[src/rtl/square_gen_pkg.sv]
// Shared types and constants for the square/PWM stimulus generator.
// Optional burst mode is enabled by defining SQUARE_GEN_BURST_EN.
package square_gen_pkg;

    localparam int CNT_W_DEF      = 32;
    localparam int PERIOD_MIN_DEF = 2;

    typedef enum logic {
        S_IDLE = 1'b0,
        S_RUN  = 1'b1
    } state_t;

    // Operands are widened to 64 bits so one function serves any CNT_W up to 64.
    function automatic logic cfg_is_valid(input logic [63:0] period,
                                          input logic [63:0] high,
                                          input logic [63:0] period_min);
        return (period >= period_min) && (high <= period);
    endfunction

endpackage

[src/rtl/square_gen_cfg.sv]
// Configuration handshake, validation, pending/active registers and error flag.
// With SQUARE_GEN_BURST_EN defined, a burst length travels with the configuration.
module square_gen_cfg
    import square_gen_pkg::*;
#(
    parameter int CNT_W      = CNT_W_DEF,
    parameter int PERIOD_MIN = PERIOD_MIN_DEF
) (
    input  logic             clk_100M,
    input  logic             rst,
    input  logic             cfg_valid,
    output logic             cfg_ready,
    input  logic [CNT_W-1:0] cfg_period,
    input  logic [CNT_W-1:0] cfg_high,
`ifdef SQUARE_GEN_BURST_EN
    input  logic [CNT_W-1:0] cfg_burst,
    output logic [CNT_W-1:0] act_burst,
`endif
    input  logic             apply,
    output logic             pending,
    output logic [CNT_W-1:0] act_period,
    output logic [CNT_W-1:0] act_high,
    output logic [CNT_W-1:0] eff_high,
    output logic             cfg_err
);

    logic [CNT_W-1:0] pend_period;
    logic [CNT_W-1:0] pend_high;
    logic             ready_back;
    logic             handshake;
    logic             cfg_ok;
`ifdef SQUARE_GEN_BURST_EN
    logic [CNT_W-1:0] pend_burst;
`endif

    assign handshake = cfg_valid && cfg_ready;
    assign cfg_ok    = cfg_is_valid(64'(cfg_period), 64'(cfg_high), 64'(PERIOD_MIN));

    // High time the active register will hold after this edge; the FSM needs it at a wrap.
    assign eff_high  = apply ? pend_high : act_high;

    always_ff @(posedge clk_100M or posedge rst) begin
        if (rst) begin
            cfg_ready   <= 1'b1;
            cfg_err     <= 1'b0;
            pending     <= 1'b0;
            ready_back  <= 1'b0;
            pend_period <= '0;
            pend_high   <= '0;
            act_period  <= '0;
            act_high    <= '0;
`ifdef SQUARE_GEN_BURST_EN
            pend_burst  <= '0;
            act_burst   <= '0;
`endif
        end else begin
            // NOTE: non-blocking assignments let later statements override earlier ones
            // within one edge while every read still sees the pre-edge value.
            ready_back <= apply;
            if (ready_back) begin
                cfg_ready <= 1'b1;
            end
            if (apply) begin
                act_period <= pend_period;
                act_high   <= pend_high;
`ifdef SQUARE_GEN_BURST_EN
                act_burst  <= pend_burst;
`endif
                pending    <= 1'b0;
            end
            if (handshake) begin
                if (cfg_ok) begin
                    pend_period <= cfg_period;
                    pend_high   <= cfg_high;
`ifdef SQUARE_GEN_BURST_EN
                    pend_burst  <= cfg_burst;
`endif
                    pending     <= 1'b1;
                    cfg_ready   <= 1'b0;
                end else begin
                    cfg_err <= 1'b1;
                end
            end
        end
    end

endmodule

[src/rtl/square_gen.sv]
// Programmable square/PWM generator emitting whole periods of clk_100M cycles.
// Define SQUARE_GEN_BURST_EN to add cfg_burst / burst_done (stop after N periods).
module square_gen
    import square_gen_pkg::*;
#(
    parameter int CNT_W      = CNT_W_DEF,
    parameter int PERIOD_MIN = PERIOD_MIN_DEF
) (
    input  logic             clk_100M,
    input  logic             rst,
    input  logic             enable,
    input  logic             cfg_valid,
    output logic             cfg_ready,
    input  logic [CNT_W-1:0] cfg_period,
    input  logic [CNT_W-1:0] cfg_high,
`ifdef SQUARE_GEN_BURST_EN
    input  logic [CNT_W-1:0] cfg_burst,
    output logic             burst_done,
`endif
    output logic             square,
    output logic             period_start,
    output logic             busy,
    output logic [CNT_W-1:0] cycles_out,
    output logic             cfg_err
);

    localparam logic [CNT_W-1:0] ONE = CNT_W'(1);

    state_t           state_q, state_d;
    logic [CNT_W-1:0] phase_q, phase_d;
    logic [CNT_W-1:0] cycles_q, cycles_d;
    logic             square_q, square_d;
    logic             start_q, start_d;
    logic             burst_end;
    logic             apply;
    logic             wrap;
    logic             pending;
    logic [CNT_W-1:0] act_period;
    logic [CNT_W-1:0] act_high;
    logic [CNT_W-1:0] eff_high;
`ifdef SQUARE_GEN_BURST_EN
    logic [CNT_W-1:0] act_burst;
    logic             hold_q, hold_d;
    logic             done_q, done_d;
`endif

    square_gen_cfg #(
        .CNT_W      (CNT_W),
        .PERIOD_MIN (PERIOD_MIN)
    ) u_cfg (
        .clk_100M   (clk_100M),
        .rst        (rst),
        .cfg_valid  (cfg_valid),
        .cfg_ready  (cfg_ready),
        .cfg_period (cfg_period),
        .cfg_high   (cfg_high),
`ifdef SQUARE_GEN_BURST_EN
        .cfg_burst  (cfg_burst),
        .act_burst  (act_burst),
`endif
        .apply      (apply),
        .pending    (pending),
        .act_period (act_period),
        .act_high   (act_high),
        .eff_high   (eff_high),
        .cfg_err    (cfg_err)
    );

    assign wrap  = (state_q == S_RUN) && (phase_q == act_period - ONE);
    assign apply = pending && ((state_q == S_IDLE) || wrap);

`ifdef SQUARE_GEN_BURST_EN
    assign burst_end = (act_burst != '0) && (cycles_q == act_burst - ONE);
`else
    assign burst_end = 1'b0;
`endif

    always_comb begin
        // NOTE: every comb output gets a default first, so no path can infer a latch.
        state_d  = state_q;
        phase_d  = phase_q;
        cycles_d = cycles_q;
        square_d = square_q;
        start_d  = 1'b0;
`ifdef SQUARE_GEN_BURST_EN
        hold_d   = hold_q;
        done_d   = 1'b0;
`endif
        unique case (state_q)
            S_IDLE: begin
                square_d = 1'b0;
`ifdef SQUARE_GEN_BURST_EN
                if (!enable) hold_d = 1'b0;
`endif
                // A pending config is applied first so a period never starts on stale values.
                if (enable && (act_period != '0) && !pending
`ifdef SQUARE_GEN_BURST_EN
                    && !hold_q
`endif
                   ) begin
                    state_d  = S_RUN;
                    phase_d  = '0;
                    square_d = (act_high != '0);
                    start_d  = 1'b1;
                    cycles_d = '0;
                end
            end
            S_RUN: begin
                if (wrap) begin
                    if (cycles_q != '1) cycles_d = cycles_q + ONE;
                    if (enable && !burst_end) begin
                        phase_d  = '0;
                        square_d = (eff_high != '0);
                        start_d  = 1'b1;
                    end else begin
                        state_d  = S_IDLE;
                        square_d = 1'b0;
`ifdef SQUARE_GEN_BURST_EN
                        done_d   = burst_end;
                        hold_d   = burst_end;
`endif
                    end
                end else begin
                    phase_d  = phase_q + ONE;
                    square_d = (phase_q + ONE) < act_high;
                end
            end
            default: state_d = S_IDLE;
        endcase
    end

    always_ff @(posedge clk_100M or posedge rst) begin
        if (rst) begin
            state_q  <= S_IDLE;
            phase_q  <= '0;
            cycles_q <= '0;
            square_q <= 1'b0;
            start_q  <= 1'b0;
`ifdef SQUARE_GEN_BURST_EN
            hold_q   <= 1'b0;
            done_q   <= 1'b0;
`endif
        end else begin
            state_q  <= state_d;
            phase_q  <= phase_d;
            cycles_q <= cycles_d;
            square_q <= square_d;
            start_q  <= start_d;
`ifdef SQUARE_GEN_BURST_EN
            hold_q   <= hold_d;
            done_q   <= done_d;
`endif
        end
    end

    assign square       = square_q;
    assign period_start = start_q;
    assign busy         = (state_q == S_RUN);
    assign cycles_out   = cycles_q;
`ifdef SQUARE_GEN_BURST_EN
    assign burst_done   = done_q;
`endif

endmodule
[config.mk]
export PLATFORM = sky130hd
export DESIGN_NAME = square_gen
export DESIGN_NICKNAME = d
export VERILOG_FILES = /design/src/rtl/square_gen_pkg.sv /design/src/rtl/square_gen_cfg.sv /design/src/rtl/square_gen.sv
export SDC_FILE = /design/constraint.sdc
export NUM_CORES = 1
export LEC_CHECK = 0
export BUFFER_PORTS_ARGS = -buffer_cell sky130_fd_sc_hd__buf_2
export CORE_AREA = 3 3 135 235
export CTS_CLUSTER_DIAMETER = 200
export DETAILED_ROUTE_END_ITERATION = 7
export DIE_AREA = 0 0 138 238
export PLACE_DENSITY_LB_ADDON = 0.08
export SETUP_SLACK_MARGIN = 0.05
export SYNTH_ARGS = -nofsm -noshare
export SYNTH_HDL_FRONTEND = slang
export SYNTH_SLANG_ARGS = --single-unit
[constraint.sdc]
create_clock -name clk_100M -period 16.5 [get_ports clk_100M]
set_clock_uncertainty 0.05 [all_clocks]
set_input_delay 0.825 -clock clk_100M [delete_from_list [all_inputs] [get_ports clk_100M]]
set_output_delay 0.825 -clock clk_100M [all_outputs]
set_load 0.01 [all_outputs]
==> impl_metrics.tcl, run 1 <==
set metrics [dict create \
    status "finished clean" \
    via_per_inst 5.52 \
    synth.cell_area_mm2 0.0119 \
    cts_max_level 4 \
    maxSlewHeadroom_pct 23.3 \
    initial_core_util_pct 39.6 \
    grt_overflow 0 \
    numCtsBuffers 17 \
    critPathKind "reg2reg" \
    ys_seq_area_share_pct 41.8 \
    drv_cap 0 \
    clk_latency_ns 0.46 \
    place_ws_ns 10.91 \
    p_comb_share_pct 4.4 \
    hold_viol 0 \
    synth_top_cell_area_share_pct 41.6 \
    io_pins 105 \
    synth_flop_cell "dfrtp_1" \
    crit_arrival_ns 5.81 \
    cts.clk_slew.worst_paths_ns 0.08 \
    num-fill-cells 2939 \
    start_kind "flip-flop" \
    drcViolationCount 0 \
    die_x_um 138 \
    p_sw_mw 0.234 \
    place_inst 1590 \
    reg2reg_depth 11 \
    intPower_mw 0.709 \
    r2r-start "u_cfg.act_period[0]" \
    crit_path_end "u_cfg.act_period[25]" \
    drt_iter0_markers 435 \
    n_antenna_cell 0 \
    worstPathMaxFanout 65 \
    cp.required_ns 16.79 \
    hpwlAfterDp_um 24000 \
    rr_endpoint "u_cfg.act_period[25]" \
    syn_nets 1280 \
    synthCells 1146 \
    ctsHoldBuffers 0 \
    firstDrtPassIters 5 \
    finalCritPeriodShare_pct 33.4 \
    grt_antenna_before_repair 0 \
    rows 84 \
    ys_ff_latch 199 \
    layout-drive-gt1-share_pct 23.0 \
    tightest_slew_ns 1.15 \
    num-nets-final 1356 \
    postCtsSetupRepairBufs 0 \
    swShare_pct 24.9 \
    crit_path_end_kind "flip-flop" \
    min_path_type "in2async" \
    fin_ws_ns 10.98 \
    clock-sinks 199 \
    wl_um 31200 \
    finalMaxSlewViolations 0 \
    vias 8953 \
    grt_max_degree 77 \
    instances_no_fill 1622 \
    clockRootBuffer "clkbuf_16" \
    power_density_mw_per_mm2 70.9 \
    crit_path_start "u_cfg.act_period[0]" \
    gp_congestion 0.890 \
    async_flop_share_pct 100 \
    seq_power_share_pct 51.7 \
    yosysTopAreaCell "dfrtp_1" \
    period_minus_slack_ns 5.52 \
    avgSynthCellArea_um2 10.4 \
    rsz0062_at_grt "no" \
    reg2reg_slack_ns 10.98 \
    power.share.clock_pct 44.0 \
    post_drt_wl_per_cell_um 19.2 \
    core_mm2 0.0301 \
    io_buffers 104 \
    cts_tree "built" \
    synth_cell_types 70 \
    synth.area.top_cells "dfrtp_1, ha_1, mux2_4" \
    synth_edf_count 0 \
    ir_worst_vdd_uv 75.7 \
    detail-route-antenna-nets 0 \
    ys_warn_count 0 \
    grt_pass1_wl_um 49900 \
    clockBufferDepth 2 \
    fin_setup_tns_ns 0 \
    grt_usage_pct 19.2 \
    setup-violations-final 0 \
    fmaxAchievable_ghz 0.181 \
    cts-resized-gates 0 \
    grt_pass1_vias 8733 \
    dieArea_mm2 0.0328 \
    area_growth_pct 11.6 \
    fp.dieH_um 238 \
    leakage_nw 6.82 \
]
==> critical path: stages (launching register included) <==
cell and delay (ns):
dfrtp_1 0.46, inv_1 0.09, ha_1 0.20, nor3b_4 0.42, nand4_1 0.42, nor4_1 0.44
xnor2_1 0.17, or3b_1 0.41, nor4b_4 0.39, a21o_1 0.88, nand2_4 0.84, mux2_1 0.58
==> final cells by class <==
class / instances / area, µm² / share of cell area (%)
sequential: 199 / 4980 / 37.5
tap: 387 / 484 / 3.64
inverter: 76 / 293 / 2.20
clock buffer: 19 / 453 / 3.41
multi-input combinational: 816 / 6390 / 48.1
timing repair buffer: 112 / 581 / 4.37
clock inverter: 13 / 113 / 0.847
==> how the worst min path moves through the flow <==
stage          slack, ns              end              from
6_report            0.39    cycles_out[6]               rst
5_1_grt             0.42    cycles_out[6]               rst
4_1_cts             0.41    cycles_out[6]               rst
3_5_place_dp        0.41    u_cfg.cfg_err     u_cfg.cfg_err
3_3_place_gp        0.41    u_cfg.cfg_err     u_cfg.cfg_err
2_1_floorplan       0.38  u_cfg.cfg_ready  u_cfg.ready_back
==> cells by family after synthesis <==
logic type	synth area share [%]
buffers and inverters	4.64
AND/OR/NAND/NOR	16.4
AO/OA/AOI/OAI	12.4
flip-flops	41.8
adder cells (fa/ha/maj)	6.93
XOR/XNOR	4.12
multiplexers	13.7
==> Yosys cell counts (all sizes together) (3+ instances only) <==
| master | instances |
|---|---|
| nand4 | 37 |
| and3 | 15 |
| o21a | 13 |
| nand2b | 7 |
| o21ai | 50 |
| nand2 | 65 |
| a21o | 29 |
| buf | 16 |
| nor4b | 3 |
| nor2 | 24 |
| nor3b | 6 |
| a21oi | 70 |
| o22ai | 6 |
| nand3 | 31 |
| clkbuf | 39 |
| mux2 | 129 |
| o32a | 3 |
| nand3b | 3 |
| xnor2 | 36 |
| o31a | 4 |
| and2 | 4 |
| a22o | 12 |
| xor2 | 20 |
| or2 | 11 |
| and4 | 9 |
| a211oi | 5 |
| inv | 76 |
| nor4 | 36 |
| o31ai | 9 |
| nor3 | 28 |
| or4 | 10 |
| o211ai | 6 |
| nor2b | 11 |
| ha | 66 |
| a31oi | 3 |
| dfrtp | 198 |
| or3 | 33 |
==> cell usage in the layout, fill, tap and decap left out, types with 8 or more instances in the layout <==
master | synthesis | routed
xor2_1 | 20 | 20
buf_4 | 2 | 8
nor2_1 | 23 | 23
o21ai_0 | 47 | 47
or2_2 | 11 | 11
nand4_1 | 36 | 36
and3_1 | 15 | 15
mux2_4 | 49 | 49
a21oi_1 | 69 | 69
ha_1 | 66 | 66
o31ai_1 | 9 | 9
nor2b_1 | 11 | 11
nand3_1 | 31 | 31
xnor2_1 | 36 | 36
or4_1 | 10 | 10
mux2_1 | 15 | 15
a21o_1 | 29 | 29
nor3_1 | 27 | 27
clkbuf_16 | 0 | 17
nor4_1 | 33 | 33
buf_2 | 7 | 104
nand2_1 | 65 | 64
o21a_1 | 13 | 13
mux2_2 | 65 | 65
a22o_1 | 12 | 12
inv_1 | 76 | 75
or3_1 | 33 | 33
dfrtp_1 | 198 | 198
and4_1 | 9 | 9
==> sequential cells by signal, summed over array words and instances (netlist names), 32 cells and up <==
| signal | count |
|---|---|
| cycles_out | 32 |
| phase_q | 32 |
| u_cfg.act_high | 32 |
| u_cfg.act_period | 32 |
| u_cfg.pend_high | 32 |
| u_cfg.pend_period | 32 |
==> routing by layer <==
layer | global-route usage (%) | wire, µm | vias to the layer above
met1 | 23.9 | 13400 | 4368
met5 | 0 | 0 | -
met4 | 6.53 | 766 | 0
li1 | - | - | 4361
met3 | 2.81 | 871 | 33
met2 | 34.0 | 16100 | 191
==> through the flow <==
step,area [µm²],hold WS [ns],total power [mW],util [%]
global route,13300,0.416,0.981,44.2
CTS,13300,0.410,0.958,44.2
floorplan,11900,0.379,0.519,-
global placement,12700,0.413,0.540,42.3
finish,13300,0.392,0.943,44.2
detailed placement,12700,0.410,0.540,42.3
==> power groups by stage <==
| stage | clock network, mW | logic, mW | registers [mW] |
|---|---|---|---|
| after detailed placement | 0 | 0.0430 | 0.497 |
| after global routing | 0.446 | 0.0482 | 0.487 |
| after floorplan | 0 | 0.0214 | 0.497 |
| final | 0.414 | 0.0413 | 0.487 |
| after global placement | 0 | 0.0428 | 0.497 |
| after CTS | 0.427 | 0.0431 | 0.487 |
Power figures use the tool's default switching activity.
==> run 2, diff against run 1 <==
clock period = 4.8 ns   (was 16.5 ns; I/O delays follow)
==> impl_metrics.tcl, run 2 (same netlist as run 1, synthesis figures left out) <==
set metrics [dict create \
    status "finished clean" \
    max_stage_delay_ns 0.54 \
    power_density_mw_per_mm2 243 \
    cpMaxStageDelayCell "or3_1" \
    setup-violations-final 0 \
    worstPathMaxFanout 9 \
    grt_max_degree 138 \
    cts_tree "built" \
    grt_overflow 0 \
    num-nets-final 1426 \
    postCtsSetupRepairBufs 0 \
    numCtsBuffers 17 \
    gp_congestion 0.846 \
    grt_pass1_vias 9277 \
    finalCritPeriodShare_pct 87.6 \
    n_antenna_cell 0 \
    final_cell_mix "dfrtp_1, buf_2, inv_1, a21oi_1, ha_1" \
    crit_family "simple AND/OR/NAND/NOR gates" \
    clockRootBuffer "clkbuf_16" \
    rsz0062_at_grt "no" \
    whs_endpoint "u_cfg.pend_period[3]" \
    firstDrtPassIters 4 \
    layout-drive-gt1-share_pct 23.2 \
    path_cells "and3_1 > and2_1 > nand3_1 > or3_1 > nor3_1 > buf_4 > nand4_1 > or2_2 > nand2_1 > ha_1 > a21o_1 > a21oi_1 > nor2b_1 > o21ai_0 > nand2b_1 > a211oi_1 > o32ai_1 > o21ai_0" \
    ctsHoldBuffers 52 \
    layout_commonest_cell "dfrtp_1" \
    fin_ws_ns 0.595 \
    clockBufferDepth 2 \
    fp.dieH_um 238 \
    place_ws_ns 0.537 \
    detail-route-antenna-nets 0 \
    reg2reg_depth 18 \
    maxSlewHeadroom_pct 40.2 \
    area_growth_pct 18.0 \
    leakage_nw 7.14 \
    rows 84 \
    post_drt_wl_per_cell_um 18.8 \
    rr_endpoint "square" \
    clock-sinks 199 \
    fmaxAchievable_ghz 0.238 \
    min-delay-start "cfg_period[3]" \
    io_pins 105 \
    vias 9135 \
    fin_setup_tns_ns 0 \
    finalMaxSlewViolations 0 \
    die_x_um 138 \
    r2r-start "phase_q[2]" \
    min_path_type "in2reg" \
    cts_max_level 4 \
    initial_core_util_pct 39.6 \
    drcViolationCount 0 \
    cts.clk_slew.worst_paths_ns 0.07 \
    drv_cap 0 \
    grt_pass1_wl_um 51600 \
    hold_viol 0 \
    start_kind "flip-flop" \
    critPathKind "reg2reg" \
    tightest_slew_ns 0.895 \
    worst-path-buf-inv 1 \
    wl_um 31800 \
    grt_usage_pct 19.6 \
    cp_common_cell "o21ai_0" \
    num-fill-cells 2882 \
    crit_arrival_ns 4.53 \
    period_minus_slack_ns 4.21 \
    crit_path_end_kind "flip-flop" \
    cts-resized-gates 0 \
    io_buffers 104 \
    hpwlAfterDp_um 23900 \
    grt_antenna_before_repair 0 \
    via_per_inst 5.40 \
    ir_worst_vdd_uv 265 \
    cp.required_ns 5.12 \
    drt_iter0_markers 319 \
    whs_path_depth 2 \
    core_mm2 0.0301 \
    dieArea_mm2 0.0328 \
    reg2reg_slack_ns 0.59 \
    clk_latency_ns 0.45 \
]
run 2: cell types whose count changed in the layout (fill, tap and decap cells not counted), moves of 2 or more:
cell | previous run | this run
clkinvlp_4 | 0 | 4
clkinv_2 | 3 | 0
inv_8 | 5 | 3
dlygate4sd3_1 | 0 | 52
buf_12 | 0 | 3
clkinv_4 | 4 | 1
buf_4 | 8 | 23
bufinv_16 | 0 | 3
run 2: stage by stage:
step                instance area (µm²)  hold WS, ns  utilization (%)  power [mW]  cells
floorplan                         11900        0.341                -        1.78   1146
global placement                  12900        0.408             42.9        1.85   1608
detailed placement                12900        0.400             42.9        1.86   1608
CTS                               14100     0.000745             46.7        3.47   1691
global route                      14100      0.00989             46.7        3.55   1691
finish                            14100       0.0213             46.7        3.42   1691
run 2: where the power goes:
part	switching, mW	leakage [nW]	total (mW)	internal [mW]
sequential	0	2.75	1.67	1.67
clock	0.717	0.298	1.57	0.851
combinational	0.0950	4.09	0.175	0.0797
run 2: worst register-to-register path, stage by stage, from the launching register on:
cell      delay [ns]
dfrtp_1         0.53
and3_1          0.26
and2_1          0.27
nand3_1         0.20
or3_1           0.54
nor3_1          0.23
buf_4           0.17
nand4_1         0.11
or2_2           0.31
nand2_1         0.08
ha_1            0.23
a21o_1          0.20
a21oi_1         0.16
nor2b_1         0.06
o21ai_0         0.14
nand2b_1        0.07
a211oi_1        0.24
o32ai_1         0.10
o21ai_0         0.17
run 2: cell type report:
class,instances,area [µm²],share of cell area (%)
Inverter,76,289,2.06
Clock inverter,13,189,1.34
Sequential cell,199,4980,35.4
Tap cell,387,484,3.45
Timing Repair Buffer,182,1270,9.06
Multi-Input combinational cell,816,6400,45.5
Clock buffer,18,439,3.13
run 2: metal layers:
metal / vias up / global-route usage [%] / share of wire [%]
met1: 4445 / 23.8 / 43
met3: 32 / 2.85 / 2.5
met2: 156 / 36.0 / 52
li1: 4502 / - / -
met4: 0 / 6.05 / 2.2
met5: - / 0 / 0
run 2: worst max path at each step:
stage	start	to	slack [ns]	depth (start not counted)
after floorplan	phase_q[2]	square	0.86	20
after global placement	cfg_period[31]	u_cfg.pend_period[25]	0.54	13
after detailed placement	cfg_period[31]	u_cfg.pend_period[24]	0.54	13
after CTS	cfg_period[29]	u_cfg.pend_high[17]	0.59	14
after global routing	phase_q[2]	square	0.23	18
final	phase_q[2]	square	0.59	18
